--- src/rtl/gfx_pkg.sv ---
// Shared raster-pipeline definitions: screen geometry defaults,
// framebuffer widths and the span writer state encoding.
package gfx_pkg;

   localparam int SCREEN_W = 640;
   localparam int SCREEN_H = 480;
   localparam int ADDR_W   = 19;
   localparam int COLOR_W  = 16;

   typedef enum logic [1:0] {
      IDLE,
      SETUP,
      WRITE,
      DONE
   } span_state_t;

endpackage

--- src/rtl/span_clip.sv ---
// Span clipper: flags spans that miss the screen, clamps the rest.
// Ports: i_xl/i_xr ordered endpoints, i_y scanline (signed);
//        o_xs/o_xe clipped endpoints, o_empty span has no pixels.
module span_clip
   import gfx_pkg::*;
#(
   parameter int SCREEN_W = gfx_pkg::SCREEN_W,
   parameter int SCREEN_H = gfx_pkg::SCREEN_H
) (
   input  logic signed [15:0] i_xl,
   input  logic signed [15:0] i_xr,
   input  logic signed [15:0] i_y,
   output logic signed [15:0] o_xs,
   output logic signed [15:0] o_xe,
   output logic               o_empty
);

   localparam logic signed [15:0] L_W    = 16'(SCREEN_W);
   localparam logic signed [15:0] L_H    = 16'(SCREEN_H);
   localparam logic signed [15:0] L_XMAX = 16'(SCREEN_W - 1);

   always_comb begin
      o_empty = (i_y < 16'sd0) || (i_y >= L_H) ||
                (i_xr < 16'sd0) || (i_xl >= L_W);
      o_xs    = (i_xl < 16'sd0) ? 16'sd0 : i_xl;
      o_xe    = (i_xr > L_XMAX) ? L_XMAX : i_xr;
   end

endmodule

--- src/rtl/span_fill_writer.sv ---
// Span fill writer: takes one horizontal span per handshake and emits
// one framebuffer write per visible pixel, then pulses span_done.
// Ports: clk, reset (sync, active-high); span_valid/span_ready with
//        span_y/x0/x1/color; fb_we/fb_addr/fb_data with fb_ready;
//        span_done one-cycle completion pulse; busy when not idle.
module span_fill_writer
   import gfx_pkg::*;
#(
   parameter int SCREEN_W = gfx_pkg::SCREEN_W,
   parameter int SCREEN_H = gfx_pkg::SCREEN_H,
   parameter int ADDR_W   = gfx_pkg::ADDR_W,
   parameter int COLOR_W  = gfx_pkg::COLOR_W
) (
   input  logic                clk,
   input  logic                reset,
   input  logic                span_valid,
   output logic                span_ready,
   input  logic signed [15:0]  span_y,
   input  logic signed [15:0]  span_x0,
   input  logic signed [15:0]  span_x1,
   input  logic [COLOR_W-1:0]  span_color,
   output logic                fb_we,
   output logic [ADDR_W-1:0]   fb_addr,
   output logic [COLOR_W-1:0]  fb_data,
   input  logic                fb_ready,
   output logic                span_done,
   output logic                busy
);

   localparam logic [ADDR_W-1:0] L_LINE = ADDR_W'(SCREEN_W);

   span_state_t r_state;
   span_state_t w_next;

   logic signed [15:0] r_y;
   logic signed [15:0] r_xl;
   logic signed [15:0] r_xr;
   logic signed [15:0] r_x;
   logic signed [15:0] r_xe;
   logic [COLOR_W-1:0] r_color;
   logic [ADDR_W-1:0]  r_addr;

   logic signed [15:0] w_xs;
   logic signed [15:0] w_xe;
   logic               w_empty;
   logic               w_last;
   logic [ADDR_W-1:0]  w_start;

   span_clip #(
      .SCREEN_W (SCREEN_W),
      .SCREEN_H (SCREEN_H)
   ) u_clip (
      .i_xl    (r_xl),
      .i_xr    (r_xr),
      .i_y     (r_y),
      .o_xs    (w_xs),
      .o_xe    (w_xe),
      .o_empty (w_empty)
   );

   // Only used for non-empty spans, so y and xs are non-negative here.
   assign w_start = ADDR_W'($unsigned(r_y)) * L_LINE
                  + ADDR_W'($unsigned(w_xs));
   assign w_last  = (r_x == r_xe);

   always_ff @(posedge clk) begin
      if (reset) r_state <= IDLE;
      else       r_state <= w_next;
   end

   always_comb begin
      w_next     = r_state;
      span_ready = 1'b0;
      busy       = 1'b1;
      fb_we      = 1'b0;
      span_done  = 1'b0;
      unique case (r_state)
         IDLE: begin
            span_ready = 1'b1;
            busy       = 1'b0;
            if (span_valid) w_next = SETUP;
         end
         SETUP: w_next = w_empty ? DONE : WRITE;
         WRITE: begin
            fb_we = 1'b1;
            if (fb_ready && w_last) w_next = DONE;
         end
         DONE: begin
            span_done = 1'b1;
            w_next    = IDLE;
         end
         default: w_next = IDLE;
      endcase
   end

   // Address and data are registers, so a stalled write stays put.
   always_ff @(posedge clk) begin
      if (reset) begin
         r_y     <= '0;
         r_xl    <= '0;
         r_xr    <= '0;
         r_x     <= '0;
         r_xe    <= '0;
         r_color <= '0;
         r_addr  <= '0;
      end else begin
         if (r_state == IDLE && span_valid) begin
            r_y     <= span_y;
            r_color <= span_color;
            r_xl    <= (span_x0 < span_x1) ? span_x0 : span_x1;
            r_xr    <= (span_x0 < span_x1) ? span_x1 : span_x0;
         end
         if (r_state == SETUP && !w_empty) begin
            r_addr <= w_start;
            r_x    <= w_xs;
            r_xe   <= w_xe;
         end
         if (r_state == WRITE && fb_ready && !w_last) begin
            r_addr <= r_addr + 1'b1;
            r_x    <= r_x + 16'sd1;
         end
      end
   end

   assign fb_addr = r_addr;
   assign fb_data = r_color;

endmodule

--- config.mk ---
export PLATFORM = sky130hd
export DESIGN_NAME = span_fill_writer
export DESIGN_NICKNAME = d
export VERILOG_FILES = /design/src/rtl/gfx_pkg.sv /design/src/rtl/span_clip.sv /design/src/rtl/span_fill_writer.sv
export SDC_FILE = /design/constraint.sdc
export NUM_CORES = 1
export LEC_CHECK = 0
export CORE_MARGIN = 1.5
export CORE_UTILIZATION = 55
export CTS_BUF_LIST = sky130_fd_sc_hd__clkbuf_4 sky130_fd_sc_hd__clkbuf_8
export CTS_CLUSTER_DIAMETER = 80
export DETAILED_ROUTE_END_ITERATION = 8
export DONT_BUFFER_PORTS = 1
export PLACE_DENSITY = 0.84
export SYNTH_ARGS = -nofsm -noshare
export SYNTH_HDL_FRONTEND = slang
export SYNTH_SLANG_ARGS = --single-unit
export TNS_END_PERCENT = 100
--- constraint.sdc ---
create_clock -name clk -period 3.16 [get_ports clk]
set_clock_uncertainty 0.1 [all_clocks]
set_input_delay 0.79 -clock clk [delete_from_list [all_inputs] [get_ports clk]]
set_output_delay 0.79 -clock clk [all_outputs]
set_load 0.01 [all_outputs]
==> results.md, run 1 <==
- Hold path endpoint: r_xe[0]
- Final Hold Violating Endpoints: 0
- Worst-path fanout max: 3
- R2r startpoint: r_y[1]
- Power per standard cell area: 767 mW/mm²
- Final Max Tran Viols: 0
- Hold Path Class: primary input to register
- Number of global-route vias before repair: 5641
- Drt pass-1 iters: 5
- FP Rows: 40
- I/O Pins: 107
- Critical Path Sink Type: register
- Clock Tree Root: clkbuf_8
- Ys flop type: dfxtp_1
- Area contributors post-synth: dfxtp_1 34%, ha_1 8.6%, nand2_1 5.7%
- Drt drc: 0
- Number of port buffers: 0
- R2r endpoint: fb_addr[15]
- Routed Antenna Nets: 0
- Clock network latency to the later pin of the worst-skew pair: 0.45 ns
- Synth Warn #: 0
- Crit path kind: register to register
- Diode count: 0
- Setup slack at placement: -0.0258 ns
- Cell Count Post-Placement: 968
- Minimum clock period: 3.10 ns
- Largest net degree at the start of global routing: 108
- Layout cell share with drive strength beyond 1: 0.126
- Avg Cell Area, Syn: 8.26 µm²
- Setup WS post-layout: 0.0646 ns
- Length in cells of the worst reg-to-reg path: 12
- Startpoint Class: register
- Initial core utilization: 0.567
- Total GRT Usage: 0.265
- Slew headroom: 0.373
- Post-DP HPWL: 12300 µm
- Die area: 0.0132 mm²
- WL/cell: 17.3 µm
- R2R Setup Slk: 0.06 ns
- Post-cts hold buffer count: 0
- Mapped Cells: 831
- Clock transition at path regs: 0.07 ns
- Total grt overflow: 0
- Commonest non-fill, non-tap cell in the layout: dfxtp_1
- Drt total wl: 17400 µm
- CTS H-tree lvls: 4
- Synth cell types: 69
- CORE AREA: 0.0121 mm²
- Syn nets: 948
- Die H: 115 µm
- Lkg Pwr: 3.03 nW
- Cell area after synthesis: 0.00687 mm²
- Max Freq: 323 MHz
- Vias per std cell: 6.16
- Post-Place Cell Area: 0.00700 mm²
- Finished Cell Area: 0.00749 mm²
- Post-synth top area cell: dfxtp_1
- Worst Tran Pin Value: 0.934 ns
- Vias: 6175
- Non-filler cells, final: 1002
- Most frequent cells in the layout: 116 x dfxtp_1, 105 x nand2_1, 85 x nor2_1
- Initial antenna violation count: 0
- Max-Cap Viols: 0
- Total clock buffers created by CTS: 17
- Global-route wire length before repair: 27600 µm
- Status: completed
- CP required: 3.40 ns
- Final setup viols: 0
- CTS tree: yes
- Post-synthesis register bit count: 117
- Hold Path Depth: 1
- Asr flop ratio synth: 0
- 1st-iter DRT viols: 584
- Post-synth EDFFs: 0
- Final Wtd Congestion: 0.847
- Horiz. Die Dim: 115 µm
- Layout area overhead: 9.08%
- Data arrival time of the worst path: 3.34 ns
- Crit share post-route: 0.980
- Max VDD drop: 0.568 mV
- Sequential area share after synthesis: 0.341
- Max Buffers Root-to-Sink: 2
- Post-synth top area share: 0.341
- HP Start: reset
- Nets@finish: 939
- Clock sink count: 117
[what timing repair did]
action | in CTS | in global routing
pin swaps | 0 | 5
gates resized for setup | 1 | 7
buffers inserted | 0 | 3
endpoints found under the setup margin | 1 | 4
hold endpoints to repair | 0 | 0
[cell usage after synthesis, types with 8 or more instances]
| library cell | n |
|---|---|
| nand3_1 | 16 |
| nor4_1 | 11 |
| nor2b_1 | 11 |
| nor2_1 | 86 |
| and3_1 | 17 |
| a21o_1 | 9 |
| a311oi_1 | 8 |
| a21oi_1 | 65 |
| o21ai_0 | 21 |
| nand4_1 | 9 |
| inv_1 | 25 |
| buf_2 | 9 |
| xor2_1 | 21 |
| dfxtp_1 | 117 |
| a211oi_1 | 21 |
| o31ai_1 | 10 |
| o221a_2 | 27 |
| buf_1 | 8 |
| nor3_1 | 36 |
| ha_1 | 47 |
| xnor2_1 | 14 |
| clkbuf_1 | 24 |
| mux2i_1 | 8 |
| and2_1 | 13 |
| nand2_1 | 105 |
[final cells by class]
class | instances | area, µm²
Fill cell | 1070 | 4620
Multi-Input combinational cell | 645 | 4290
Sequential cell | 117 | 2340
Clock buffer | 23 | 298
Tap cell | 168 | 210
Timing Repair Buffer | 16 | 133
Clock inverter | 8 | 124
Inverter | 25 | 93.8
[critical path, cell delays in order, from the launching register on]
cell	delay, ns
dfxtp_1	0.39
ha_4	0.23
ha_4	0.17
fa_2	0.39
a21o_1	0.23
a21oi_2	0.15
xnor2_1	0.08
ha_1	0.20
or3_4	0.34
a21o_1	0.19
and3_1	0.15
o21a_1	0.19
a2111oi_2	0.19
[through the flow]
step	TNS, ns	power [mW]	hold slack [ns]	utilization
after detailed placement	-0.0258	4.22	0.344	0.578
after floorplan	0	3.75	0.325	-
after CTS	0	5.69	0.302	0.613
after global routing	-0.0395	6.11	0.285	0.618
final	0	5.74	0.337	0.618
after global placement	0	4.17	0.340	0.578
[routing by layer]
metal / vias to the layer above / GRT usage / wire, µm
met5: - / 0 / 0
met4: 0 / 0.0716 / 231
met3: 19 / 0.0911 / 1560
met2: 252 / 0.410 / 7950
met1: 2892 / 0.354 / 7620
li1: 3012 / - / -
[kinds of logic after synthesis]
family,count (synthesis),share of synthesized area
AND/OR/NAND/NOR,339,0.240
AO/OA/AOI/OAI,214,0.229
flip-flops,117,0.341
buffers and inverters,69,0.0416
adder cells (fa/ha/maj),49,0.0915
XOR/XNOR,35,0.0447
multiplexers,8,0.0117
[report_power, final]
group / internal, mW / switching, mW / leakage, nW
Combinational: 0.855 / 1.33 / 1.86
Sequential: 1.76 / 0.322 / 0.956
Clock: 0.863 / 0.606 / 0.212
Total: 3.48 / 2.26 / 3.03
[sequential cells by signal, indices dropped and copies added, names as in the netlist]
signal / flops
r_x: 16
r_y: 16
r_xl: 16
fb_data: 16
r_xe: 16
r_state: 2
fb_addr: 19
r_xr: 16
[how the worst max path moves through the flow]
stage,to,slack (ns),start,depth (start not counted)
2_1_floorplan,fb_addr[15],0.12,r_y[1],12
3_3_place_gp,fb_addr[15],0.08,r_y[3],12
3_5_place_dp,fb_addr[15],-0.03,r_y[1],12
4_1_cts,fb_addr[15],0.01,r_y[1],12
5_1_grt,fb_addr[15],-0.03,r_y[2],12
6_report,fb_addr[15],0.06,r_y[1],12
Note: power is estimated with default switching activity, not from simulation.
==> run 2, diff against run 1 <==
TNS_END_PERCENT = unset   (was 100)
==> results of run 2 <==
No change in the layout: final DEF, timing and power equal those of run 1.
